### src/rtl/cdr_tracking_lock.sv
// Oversampling clock/data recovery: d_in synchroniser, edge-reset phase alignment,
// saturating delta-sigma frequency trim and a lock/loss detector with soft enable.
module cdr_tracking_lock #(
  parameter int unsigned OSR         = 8,
  parameter int unsigned DS_WIDTH    = 8,
  parameter int unsigned SYNC_STAGES = 2,
  parameter int unsigned INC_LIMIT   = 63,
  parameter int unsigned LOCK_TOL    = 1,
  parameter int unsigned LOCK_EDGES  = 16,
  parameter int unsigned UNLOCK_ERRS = 4,
  parameter int unsigned MAX_RUN     = 32
) (
  input  logic                       clk_x8,
  input  logic                       rst_n,
  input  logic                       en,
  input  logic                       freeze,
  input  logic                       d_in,
  output logic                       d_out,
  output logic                       d_out_valid,
  output logic                       clk_out,
  output logic                       locked,
  output logic signed [DS_WIDTH-1:0] ds_inc
);

  localparam int unsigned CNT_W  = $clog2(OSR + 1);
  localparam int unsigned GOOD_W = $clog2(LOCK_EDGES + 1);
  localparam int unsigned BAD_W  = $clog2(UNLOCK_ERRS + 1);
  localparam int unsigned RUN_W  = $clog2(MAX_RUN + 1);

  localparam logic signed [CNT_W:0]    TOL    = (CNT_W+1)'(LOCK_TOL);
  localparam logic signed [DS_WIDTH:0] INC_HI = (DS_WIDTH+1)'(INC_LIMIT);
  localparam logic signed [DS_WIDTH:0] INC_LO = -INC_HI;

  typedef enum logic {ACQ = 1'b0, LOCKED = 1'b1} lock_state_t;

  logic [SYNC_STAGES-1:0]     sync_q;
  logic                       hist_q;
  logic [CNT_W-1:0]           cnt_q;
  logic [DS_WIDTH-1:0]        ds_acc_q;
  logic [CNT_W-1:0]           top_c;
  logic [CNT_W-1:0]           samp_c;
  logic                       edge_c;
  logic                       wrap_c;
  logic                       samp_hit_c;
  logic                       good_edge_c;
  logic signed [CNT_W:0]      perr_c;
  logic signed [DS_WIDTH:0]   inc_sum_c;
  logic signed [DS_WIDTH-1:0] inc_next_c;

  lock_state_t       state_q, state_d;
  logic [GOOD_W-1:0] good_q, good_d;
  logic [BAD_W-1:0]  bad_q, bad_d;
  logic [RUN_W-1:0]  run_q, run_d;
  logic              locked_d;

  // Synchroniser and edge history run through soft reset
  always_ff @(posedge clk_x8 or negedge rst_n) begin
    if (!rst_n) begin
      sync_q <= '0;
      hist_q <= 1'b0;
    end else begin
      sync_q <= {sync_q[SYNC_STAGES-2:0], d_in};
      hist_q <= sync_q[SYNC_STAGES-1];
    end
  end

  // Period selection, phase error and clamped trim update
  always_comb begin
    edge_c = sync_q[SYNC_STAGES-1] ^ hist_q;
    top_c  = CNT_W'(OSR - 1);
    if (ds_acc_q[DS_WIDTH-1]) begin
      top_c = ds_inc[DS_WIDTH-1] ? CNT_W'(OSR - 2) : CNT_W'(OSR);
    end
    samp_c     = top_c >> 1;
    wrap_c     = (cnt_q == top_c);
    samp_hit_c = (cnt_q == samp_c);
    if (cnt_q < samp_c) begin
      perr_c = $signed({1'b0, cnt_q});
    end else begin
      perr_c = $signed({1'b0, cnt_q}) - $signed({1'b0, top_c});
    end
    good_edge_c = (perr_c <= TOL) && (perr_c >= -TOL);
    inc_sum_c   = $signed({ds_inc[DS_WIDTH-1], ds_inc})
                + $signed({{(DS_WIDTH-CNT_W){perr_c[CNT_W]}}, perr_c});
    inc_next_c  = DS_WIDTH'(inc_sum_c);
    if (inc_sum_c > INC_HI) begin
      inc_next_c = DS_WIDTH'(INC_HI);
    end else if (inc_sum_c < INC_LO) begin
      inc_next_c = DS_WIDTH'(INC_LO);
    end
  end

  // Bit counter, sampling, recovered clock and delta-sigma accumulator
  always_ff @(posedge clk_x8 or negedge rst_n) begin
    if (!rst_n) begin
      cnt_q       <= '0;
      clk_out     <= 1'b0;
      d_out       <= 1'b0;
      d_out_valid <= 1'b0;
      ds_acc_q    <= '0;
      ds_inc      <= '0;
    end else if (!en) begin
      cnt_q       <= '0;
      clk_out     <= 1'b0;
      d_out       <= 1'b0;
      d_out_valid <= 1'b0;
      ds_acc_q    <= '0;
      ds_inc      <= '0;
    end else begin
      d_out_valid <= 1'b0;
      if (wrap_c) begin
        cnt_q    <= '0;
        clk_out  <= 1'b0;
        ds_acc_q <= {1'b0, ds_acc_q[DS_WIDTH-2:0]} + $unsigned(ds_inc);
      end else begin
        cnt_q <= cnt_q + CNT_W'(1);
        if (samp_hit_c) begin
          clk_out     <= 1'b1;
          d_out       <= hist_q;
          d_out_valid <= 1'b1;
        end
      end
      // A data edge realigns the bit phase; the sample above still lands
      if (edge_c) begin
        cnt_q   <= '0;
        clk_out <= 1'b0;
        if (!freeze) begin
          ds_inc <= inc_next_c;
        end
      end
    end
  end

  // Lock detector state register
  always_ff @(posedge clk_x8 or negedge rst_n) begin
    if (!rst_n) begin
      state_q <= ACQ;
      good_q  <= '0;
      bad_q   <= '0;
      run_q   <= '0;
      locked  <= 1'b0;
    end else if (!en) begin
      state_q <= ACQ;
      good_q  <= '0;
      bad_q   <= '0;
      run_q   <= '0;
      locked  <= 1'b0;
    end else begin
      state_q <= state_d;
      good_q  <= good_d;
      bad_q   <= bad_d;
      run_q   <= run_d;
      locked  <= locked_d;
    end
  end

  // Lock detector next state; an edge coinciding with a wrap counts as an edge
  always_comb begin
    state_d  = state_q;
    good_d   = good_q;
    bad_d    = bad_q;
    run_d    = run_q;
    locked_d = locked;
    unique case (state_q)
      ACQ: begin
        if (edge_c) begin
          if (!good_edge_c) begin
            good_d = '0;
          end else if (good_q != GOOD_W'(LOCK_EDGES)) begin
            good_d = good_q + GOOD_W'(1);
          end
          if (good_d == GOOD_W'(LOCK_EDGES)) begin
            state_d  = LOCKED;
            locked_d = 1'b1;
            good_d   = '0;
            bad_d    = '0;
            run_d    = '0;
          end
        end
      end
      LOCKED: begin
        if (edge_c) begin
          run_d = '0;
          if (good_edge_c) begin
            bad_d = '0;
          end else if (bad_q != BAD_W'(UNLOCK_ERRS)) begin
            bad_d = bad_q + BAD_W'(1);
          end
        end else if (wrap_c && (run_q != RUN_W'(MAX_RUN))) begin
          run_d = run_q + RUN_W'(1);
        end
        if ((bad_d == BAD_W'(UNLOCK_ERRS)) || (run_d == RUN_W'(MAX_RUN))) begin
          state_d  = ACQ;
          locked_d = 1'b0;
          good_d   = '0;
          bad_d    = '0;
          run_d    = '0;
        end
      end
      default: state_d = ACQ;
    endcase
  end

endmodule
### config.mk
export PLATFORM = sky130hd
export DESIGN_NAME = cdr_tracking_lock
export DESIGN_NICKNAME = d
export VERILOG_FILES = /design/src/rtl/cdr_tracking_lock.sv
export SDC_FILE = /design/constraint.sdc
export NUM_CORES = 1
export LEC_CHECK = 0
export BUFFER_PORTS_ARGS = -buffer_cell sky130_fd_sc_hd__buf_4
export CORE_MARGIN = 3
export CORE_UTILIZATION = 60
export CTS_CLUSTER_DIAMETER = 80
export DETAILED_ROUTE_END_ITERATION = 12
export PLACE_DENSITY = 0.78
export SYNTH_ARGS = -nofsm -noshare
export SYNTH_HDL_FRONTEND = slang
export SYNTH_SLANG_ARGS = --single-unit
### constraint.sdc
create_clock -name clk_x8 -period 12.3 [get_ports clk_x8]
set_input_delay 2.46 -clock clk_x8 [delete_from_list [all_inputs] [get_ports clk_x8]]
set_output_delay 2.46 -clock clk_x8 [all_outputs]
set_load 0.01 [all_outputs]
# Word level (Yosys, flattened, before mapping)
# Index checks and enable logic that the tools add are counted.
# W data, S select, Z words.
[word_totals]
mem_bits_rw = 0
word_cells = 111
romBits = 0
reg_bits = 42
mem_count = 0
latchBits = 0
[op_classes]
n_shift = 0
order_cmp = 5
eq_ne = 17
n_mul = 0
bitwise_logic = 2
div = 0
muxes = 59
reduce_logical = 8
add_sub_neg = 7
[op_table]
columns = ["cell", "count"]
rows = [
  ["$mux W8", 7],
  ["$mux W5", 9],
  ["$mux W6", 7],
  ["$mux W3", 8],
  ["$mux W4", 5],
  ["$mux W1", 18],
  ["$pmux W6 S2", 1],
  ["$pmux W5 S2", 1],
  ["$add A8 B5 Y9", 1],
  ["$gt A9 B7 Y1 const B", 1],
  ["$lt A9 B7 Y1 const B", 1],
  ["$ne A3 B3 Y1 const B", 3],
  ["$add A7 B8 Y8", 1],
  ["$reduce_and A2 Y1", 4],
  ["$add A6 B1 Y6 const B", 1],
  ["$eq A6 B6 Y1 const B", 1],
  ["$ne A2 B1 Y1 const B", 3],
  ["$ne A6 B6 Y1 const B", 1],
  ["$pmux W3 S2", 1],
  ["$add A5 B1 Y5 const B", 1],
  ["$eq A5 B5 Y1 const B", 1],
  ["$ge A5 B1 Y1 const B", 1],
  ["$le A5 B2 Y1 const B", 1],
  ["$ne A5 B5 Y1 const B", 1],
  ["other kinds (16)", 19],
]

# Logic depth before layout (Yosys ltp)
# Gate-level depths: netlist of the first run.
[depth]
ltp_word = 14
depth_mapped = 20

# Worst setup path before layout of the first run
# Ideal clock, no wire load.
[synth_timing]
path_kind = "reg2reg"
startpoint = "reg ds_inc[7]"
endpoint = "reg ds_inc[5]"
t_required_ns = 12.152
arrival_ns = 4.272
n_path_buf = 1
slack_ns = 7.880
path_stages_with_launch = 17
path_cell_list = "dfrtp_1 buf_6 nor2b_4 inv_2 ha_1 inv_1 o31ai_2 nor2_1 mux2_2 ha_1 a211o_1 a31oi_1 o221ai_1 xnor2_1 a21boi_0 o21ai_0 o211ai_1"
[synth_between]
elab_chain_cells = 11
word_cells_on_any_way = 13
cone_classes = "add/sub: 2; order compare: 3; mux: 8"
[synth_rtl]
columns = ["item", "line_no", "rtl"]
rows = [
  ["start: declaration", "22", "output logic signed [DS_WIDTH-1:0] ds_inc"],
  ["start signal: assignment", "128", "ds_inc <= inc_next_c;"],
  ["$mux W4", "72", "top_c = ds_inc[DS_WIDTH-1] ? CNT_W'(OSR - 2) : CNT_W'(OSR);"],
  ["$mux W4", "71", "if (ds_acc_q[DS_WIDTH-1]) begin"],
  ["$sub A4 B4 Y5 / $lt A4 B3 Y1 (equally long branches)", "80, 77", ""],
  ["$mux W5", "77", "if (cnt_q < samp_c) begin"],
  ["$add A8 B5 Y9 (*)", "84", "+ $signed({{(DS_WIDTH-CNT_W){perr_c[CNT_W]}}, perr_c});"],
  ["$lt A9 B7 Y1", "88", "end else if (inc_sum_c < INC_LO) begin"],
  ["$mux W8", "88", ""],
  ["$mux W8 (*)", "86", "if (inc_sum_c > INC_HI) begin"],
  ["$mux W8 (*)", "127", "if (!freeze) begin"],
  ["$mux W8 (*)", "124", "if (edge_c) begin"],
  ["$mux W8 (*)", "102", "end else if (!en) begin"],
]
# Mark *: on every way between the ends. The rest lies on a longest branch, timed or not. The select of a mux whose other input is x is not followed.
# A chain may end at the register's enable or synchronous reset.

# Worst setup path in the final report of the first run
# Ends and elaborated chain as after synthesis.

==> metrics.md, run 1 <==
| Metric | Value |
|---|---|
| Core Footprint | `0.005335 sq mm` |
| Detailed placement HPWL | `5.790 mm` |
| Seq cells post-synth | `42` |
| Max cap viols | `0` |
| Total gr overflow | `0` |
| Setup crit end kind | `flop` |
| Final Setup Violations | `0` |
| Non-Filler Instances | `480` |
| Area occupied by multi-input gates | `0.002251 sq mm` |
| Synth area leaders | `dfrtp_1, ha_1, nand2_1, nor2_1, nand3_1` |
| Setup CP Type | `reg2reg` |
| Number of synthesized flops with an enable pin | `0` |
| Post_cts resized | `0` |
| Row Count | `26` |
| Sequential area share after synthesis | `30.46%` |
| Io pins | `17` |
| Initial antenna violation count | `0` |
| Sink Count | `42` |
| Final wirelength | `between 7 and 8 mm` |
| Post-layout util | `roughly 70%` |
| Layout cell share with drive strength beyond 1 | `roughly a tenth` |
| DRT antenna net count | `0` |
| Post-Syn Area | `0.003451 sq mm` |
| Data arrival, critical path | `approximately 5000 ps` |
| Slew HR | `47.97%` |
| Root buf cell | `clkbuf_8` |
| Area share of the largest cell type after synthesis | `30.46%` |
| Syn Inst Count | `396` |
| Post-placement cell area | `0.003607 sq mm` |
| DIE HEIGHT | `81.84 um` |
| Drt via density | `6.383` |
| Max-slew violations | `0` |
| Avg Synthesized Cell Area | `8.714 sq um` |
| Worst skew pair latency | `about 300 ps` |
| Flop2flop setup slack | `~7400 ps` |
| RePlAce Congestion | `0.9108` |
| Die area | `0.006697 sq mm` |
| Total chip power | `0.3040 mW` |
| Setup_tns | `0 ps` |
| # Post-CTS Setup Buffers | `0` |
| Hold Worst Slack | `~360 ps` |
| Total CTS buffers | `5` |
| Post-synthesis cell type count | `76` |
| Power density over cell area | `81.79 mW/mm^2` |
| CTS tree | `built` |
| Filler cells | `444` |
| Asr flop ratio synth | `100.0%` |
| Setup Slack @ Placement | `7427 ps` |
| DRC errors left | `0` |
| Layout area overhead | `7.723%` |
| Skew final | `between 8 and 9 ps` |
| DP Cell Count | `472` |
| First-pass GRT wire length | `approximately 13 mm` |
| Vias in the first global route | `2888` |
| Hold Buf Count CTS | `0` |
| Diodes inserted | `0` |
| Crit Path Max Fanout | `10` |
| Fin. Hold Viols | `0` |
| DR iter-0 viols | `171` |
| Largest net degree at the start of global routing | `43` |
| Clock buffer depth | `2` |
| Worst-Margin Slew | `777.6 ps` |
| DR vias | `3064` |
| Hold Crit Class | `reg2reg` |
| Worst EP required | `12450 ps` |
| Die W | `81.84 um` |
| RSZ-0062 raised after global routing | `false` |
| Wire per inst | `~16 um` |
| Prevailing post-synth register cell | `dfrtp_1` |
| H-Tree Depth | `2` |
| Min cycle time layout | `about 5000 ps` |
| Tot GR Track Use | `25.29%` |
| NumNets Final | `440` |
| Commonest cells in the synthesized netlist | `dfrtp_1, nand2_1, nor2_1, ha_1, inv_1` |
| Sequential cell area | `0.001051 sq mm` |
| Starting Density | `64.68%` |
| Leak Pwr | `1.648 nW` |
| Clock Pin Slew Worst Setup and Hold Paths | `80 ps` |
| Yosys top cell by area | `dfrtp_1` |
| Fmax achieved | `between 200 and 250 MHz` |
| Synthesized Nets | `427` |
| IO buf count | `16` |
| Crit share post-route | `40.05%` |
| Setup WS post-layout | `7374 ps` |
| Status | `finished, final reports clean` |
| Drt first pass iters | `5` |
| Max VDD drop | `around 0.07 mV` |
| Final Cell Area | `0.003717 sq mm` |
| Worst setup SP type | `flop` |
| Synth warnings | `0` |
flip-flops by register name (all words and copies together), names as in the netlist:
signal       count
ds_acc_q         8
clk_out          1
run_q            6
d_out_valid      1
cnt_q            4
good_q           5
ds_inc           8
hist_q           1
d_out            1
bad_q            3
state_q          1
sync_q           2
locked           1
cell usage in the layout (no fill, tap or decap), drive strengths merged, types with 3 or more instances in the layout:
master   instances
a211oi           5
a21boi           8
a21o             4
a21oi           19
a31oi           10
and2             6
and3             6
buf             17
clkbuf           6
dfrtp           42
ha              24
inv             24
mux2i            6
nand2           42
nand2b           4
nand3           20
nand4            3
nor2            34
nor2b            6
nor3             5
nor4             4
nor4b            3
o2111ai          8
o211ai           6
o21ai           23
o21bai           4
o221ai           3
o22ai            3
or2              4
xnor2           10
xor2             8
per-layer routing:
metal  share of wire (%)  wire length, um  GRT usage [%]
met1                  47             3685          35.12
met2                  44             3444          39.98
met3                 6.4              499          5.154
met4                 1.8              140          6.811
met5                   0                0              0
power by group:
| group | switching, mW | leakage (nW) | total [mW] | internal (mW) |
|---|---|---|---|---|
| registers | 0.00478 | 0.576 | 0.146 | 0.141 |
| logic | 0.0308 | 1.02 | 0.0492 | 0.0184 |
| clock network | 0.0486 | 0.0514 | 0.109 | 0.0606 |
critical path, stage by stage, from the launching register on:
cell      delay, ps
dfrtp_1         490
nor2b_4         200
inv_2            90
ha_1            340
inv_1           170
o31ai_2         150
nor2_1          520
mux2_2          420
ha_1            290
a211oi_1        360
o21bai_1        220
nor2_1          130
o221ai_1        140
xnor2_1         490
a21boi_0        160
o21ai_0         450
o211ai_1        160
final cells by class:
cell class | count | share of cell area [%]
clock buffer | 6 | 1.952
clock inverter | 2 | 1.010
inverter | 24 | 2.423
multi-input combinational | 319 | 60.55
sequential | 42 | 28.27
tap | 70 | 2.356
timing repair buffer | 17 | 3.433
kinds of logic (layout without fill, tap and decap cells):
kind of cell / after synthesis / in the layout / synth area share, %
compound gates: 119 / 119 / 26.11
xor+xnor: 18 / 18 / 4.568
fa+ha+maj: 27 / 27 / 10.19
buf+inv: 35 / 49 / 4.314
flops: 42 / 42 / 30.46
mux: 7 / 7 / 2.067
simple gates: 148 / 148 / 22.30
worst paths after layout:
check / cells past startpoint / end / startpoint
worst max register to register: 16 / ds_inc[5] / ds_inc[7]
worst min-delay path: 0 / sync_q[1] / sync_q[0]
worst min register to register: 0 / sync_q[1] / sync_q[0]
max in group asynchronous: 1 / ds_acc_q[1] / rst_n
worst max-delay path: 16 / ds_inc[5] / ds_inc[7]
min in group asynchronous: 1 / run_q[1] / rst_n
No activity file was read; power rests on OpenSTA's default activity.
==> run 2: changes to the inputs <==
--- a/config.mk
+++ b/config.mk
@@ -5,12 +5,13 @@
 export SDC_FILE = /design/constraint.sdc
 export NUM_CORES = 1
 export LEC_CHECK = 0
+export ABC_AREA = 1
 export BUFFER_PORTS_ARGS = -buffer_cell sky130_fd_sc_hd__buf_4
 export CORE_MARGIN = 3
-export CORE_UTILIZATION = 60
+export CORE_UTILIZATION = 56
 export CTS_CLUSTER_DIAMETER = 80
 export DETAILED_ROUTE_END_ITERATION = 12
-export PLACE_DENSITY = 0.78
+export PLACE_DENSITY = 0.77
 export SYNTH_ARGS = -nofsm -noshare
 export SYNTH_HDL_FRONTEND = slang
 export SYNTH_SLANG_ARGS = --single-unit
==> constraint.sdc (replaced) <==
create_clock -name clk_x8 -period 4.5 [get_ports clk_x8]
set_input_delay 0.9 -clock clk_x8 [delete_from_list [all_inputs] [get_ports clk_x8]]
set_output_delay 0.9 -clock clk_x8 [all_outputs]
set_load 0.01 [all_outputs]
==> run 2 against run 1 <==
Effect of this change:
- global-route usage shrank 1.5 points
- sequential share of layout area grew 2.0 points
- clock power grew 130%
- worst hold slack lost 12 ps
- flip-flop and latch count is the same
- non-clock buffer count shrank 1
- clock skew shrank 4.5 ps
- clock-buffer cell count grew 1
- critical endpoint is now ds_inc[0]
==> metrics.md, run 2 <==
| Metric | Value |
|---|---|
| Tot GR Track Use | `about a quarter` |
| Post-synthesis cell type count | `37` |
| Cell mode on critical path | `inv_1` |
| WHS Path Cells | `0` |
| Core Footprint | `0.005335 sq mm` |
| Clock Pin Slew Worst Setup and Hold Paths | `80 ps` |
| R2R cell count | `25` |
| Detailed placement HPWL | `roughly 5.3 mm` |
| Total gr overflow | `0` |
| Area share of the largest cell type after synthesis | `between 30% and 40%` |
| CP endpoint | `ds_inc[0]` |
| Setup crit end kind | `flop` |
| Synth warnings | `0` |
| Vias in the first global route | `~2800` |
| Prevailing post-synth register cell | `dfrtp_1` |
| Synthesized Nets | `roughly 460` |
| Flop2flop setup slack | `910 ps` |
| Worst-Margin Slew | `slightly above 900 ps` |
| Drt first pass iters | `4` |
| Filler cells | `478` |
| Yosys top cell by area | `dfrtp_1` |
| Layout cell share with drive strength beyond 1 | `15.85%` |
| Seq cells post-synth | `42` |
| Starting Density | `60.13%` |
| Setup Slack @ Placement | `933.1 ps` |
| RePlAce Congestion | `0.9122` |
| Total CTS buffers | `5` |
| Largest stage delay, worst path | `450 ps` |
| Sink Count | `42` |
| R2R Path End | `ds_inc[0]` |
| Setup CP Type | `reg2reg` |
| Fmax achieved | `278.7 MHz` |
| Min cycle time layout | `3589 ps` |
| Initial antenna violation count | `0` |
| Most frequent cells in the layout | `nand2_1, inv_1, nand3_1` |
| Final Cell Area | `0.003477 sq mm` |
| Final wirelength | `6.796 mm` |
| Synth area leaders | `dfrtp_1, nand2_1, ha_1, nand3_1, inv_1` |
| Hold Crit Class | `reg2reg` |
| Leak Pwr | `1.898 nW` |
| Avg Synthesized Cell Area | `between 7 and 8 sq um` |
| Max-slew violations | `0` |
| Io pins | `17` |
| DR iter-0 viols | `105` |
| Die area | `0.006673 sq mm` |
| CTS tree | `built` |
| Count leader, synth | `nand2_1` |
| Total chip power | `0.7565 mW` |
| Setup WS post-layout | `between 900 and 1000 ps` |
| Sequential area share after synthesis | `32.76%` |
| IO buf count | `16` |
| Commonest cells in the synthesized netlist | `nand2_1, inv_1, nand3_1, dfrtp_1, nor2_1` |
| Crit Path Max Fanout | `14` |
| Syn Inst Count | `428` |
| Worst path slowest cell | `dfrtp_1` |
| Max VDD drop | `0.1457 mV` |
| Row Count | `26` |
| Hold Buf Count CTS | `0` |
| H-Tree Depth | `2` |
| Skew final | `3.880 ps` |
| Asr flop ratio synth | `100.0%` |
| Post-Syn Area | `0.003208 sq mm` |
| Worst skew pair latency | `290 ps` |
| Crit share post-route | `between 70% and 80%` |
| Root buf cell | `clkbuf_8` |
| Diodes inserted | `0` |
| Worst setup SP type | `flop` |
| Status | `finished, final reports clean` |
| Worst EP required | `4740 ps` |
| DR vias | `2784` |
| Fin. Hold Viols | `0` |
| Slew HR | `about two fifths` |
| Post-placement cell area | `roughly 0.0034 sq mm` |
| Die W | `a little over 80 um` |
| Clock buffer depth | `2` |
| # Post-CTS Setup Buffers | `0` |
| DRC errors left | `0` |
| Max cap viols | `0` |
| Post_cts resized | `0` |
| Wire per inst | `~13 um` |
| Critical path origin | `ds_inc[7]` |
| RSZ-0062 raised after global routing | `false` |
| Worst R2R Start | `ds_inc[7]` |
| Drt via density | `5.375` |
| Largest regs | `ds_acc_q (8), ds_inc (8), run_q (6)` |
| Largest net degree at the start of global routing | `43` |
| Power density over cell area | `between 200 and 250 mW/mm^2` |
| Number of synthesized flops with an enable pin | `0` |
| First-pass GRT wire length | `12.42 mm` |
| Layout area overhead | `8.385%` |
| Final Setup Violations | `0` |
| DIE HEIGHT | `around 82 um` |
| DRT antenna net count | `0` |
| Most common cell after layout, fill and taps aside | `nand2_1` |
| NumNets Final | `478` |
| Setup_tns | `0 ps` |
| Data arrival, critical path | `3820 ps` |
## run 2: routing by layer
metal	part of all wire [%]	track usage (%)	routed length, um
met1	45	30.20	3036
met2	50	41.69	3429
met3	3.5	3.728	238
met4	1.4	6.977	92
met5	0	0	0
## run 2: report_power, final
part	total, mW	switching [mW]	internal [mW]	leakage, nW
clock network	0.252	0.128	0.124	0.0482
registers	0.395	0.0105	0.384	0.577
logic	0.110	0.0720	0.0376	1.27
## run 2: cells by family (layout without fill, tap and decap cells)
family / count (synthesis) / count (layout) / share of synthesized area (%)
and+or+nand+nor: 235 / 235 / 35.22
buffers and inverters: 64 / 84 / 7.956
AOI/OAI and AO/OA: 46 / 46 / 9.283
DFF: 42 / 42 / 32.76
adders and majority gates: 26 / 26 / 10.61
xor gates and xnor gates: 14 / 14 / 3.822
muxes: 1 / 1 / 0.3510
## run 2: stage by stage
step	instances	util (%)	hold slack [ps]
floorplan	428	-	331.2
global placement	510	63.46	332.3
CTS	518	65.17	357.1
detailed placement	510	63.46	337.1
global route	518	65.17	367.7
finish	518	65.17	353.1
## run 2: final cells by class
type                            instances  area, sq um  share of cell area (%)
Clock buffer                            7        86.33                   2.483
Clock inverter                          1        5.005                  0.1439
Inverter                               60        225.2                   6.477
Multi-Input combinational cell        322         1902                   54.70
Sequential cell                        42         1051                   30.23
Tap cell                               70        87.58                   2.519
Timing Repair Buffer                   16        120.1                   3.454
## run 2: how the worst min path moves through the flow
stage,from,end,slack [ps]
finish,sync_q[0],sync_q[1],350
global route,sync_q[0],sync_q[1],370
CTS,sync_q[0],sync_q[1],360
detailed placement,sync_q[0],sync_q[1],340
global placement,sync_q[0],sync_q[1],330
floorplan,sync_q[0],sync_q[1],330
## run 2: worst max-delay path, delay by kind of cell (launching register included)
family | cells | cell delay (ps)
AND/OR/NAND/NOR | 14 | 1550
flip-flops | 1 | 450
adder cells (fa/ha/maj) | 3 | 890
AO/OA/AOI/OAI | 1 | 90
buffers and inverters | 7 | 540
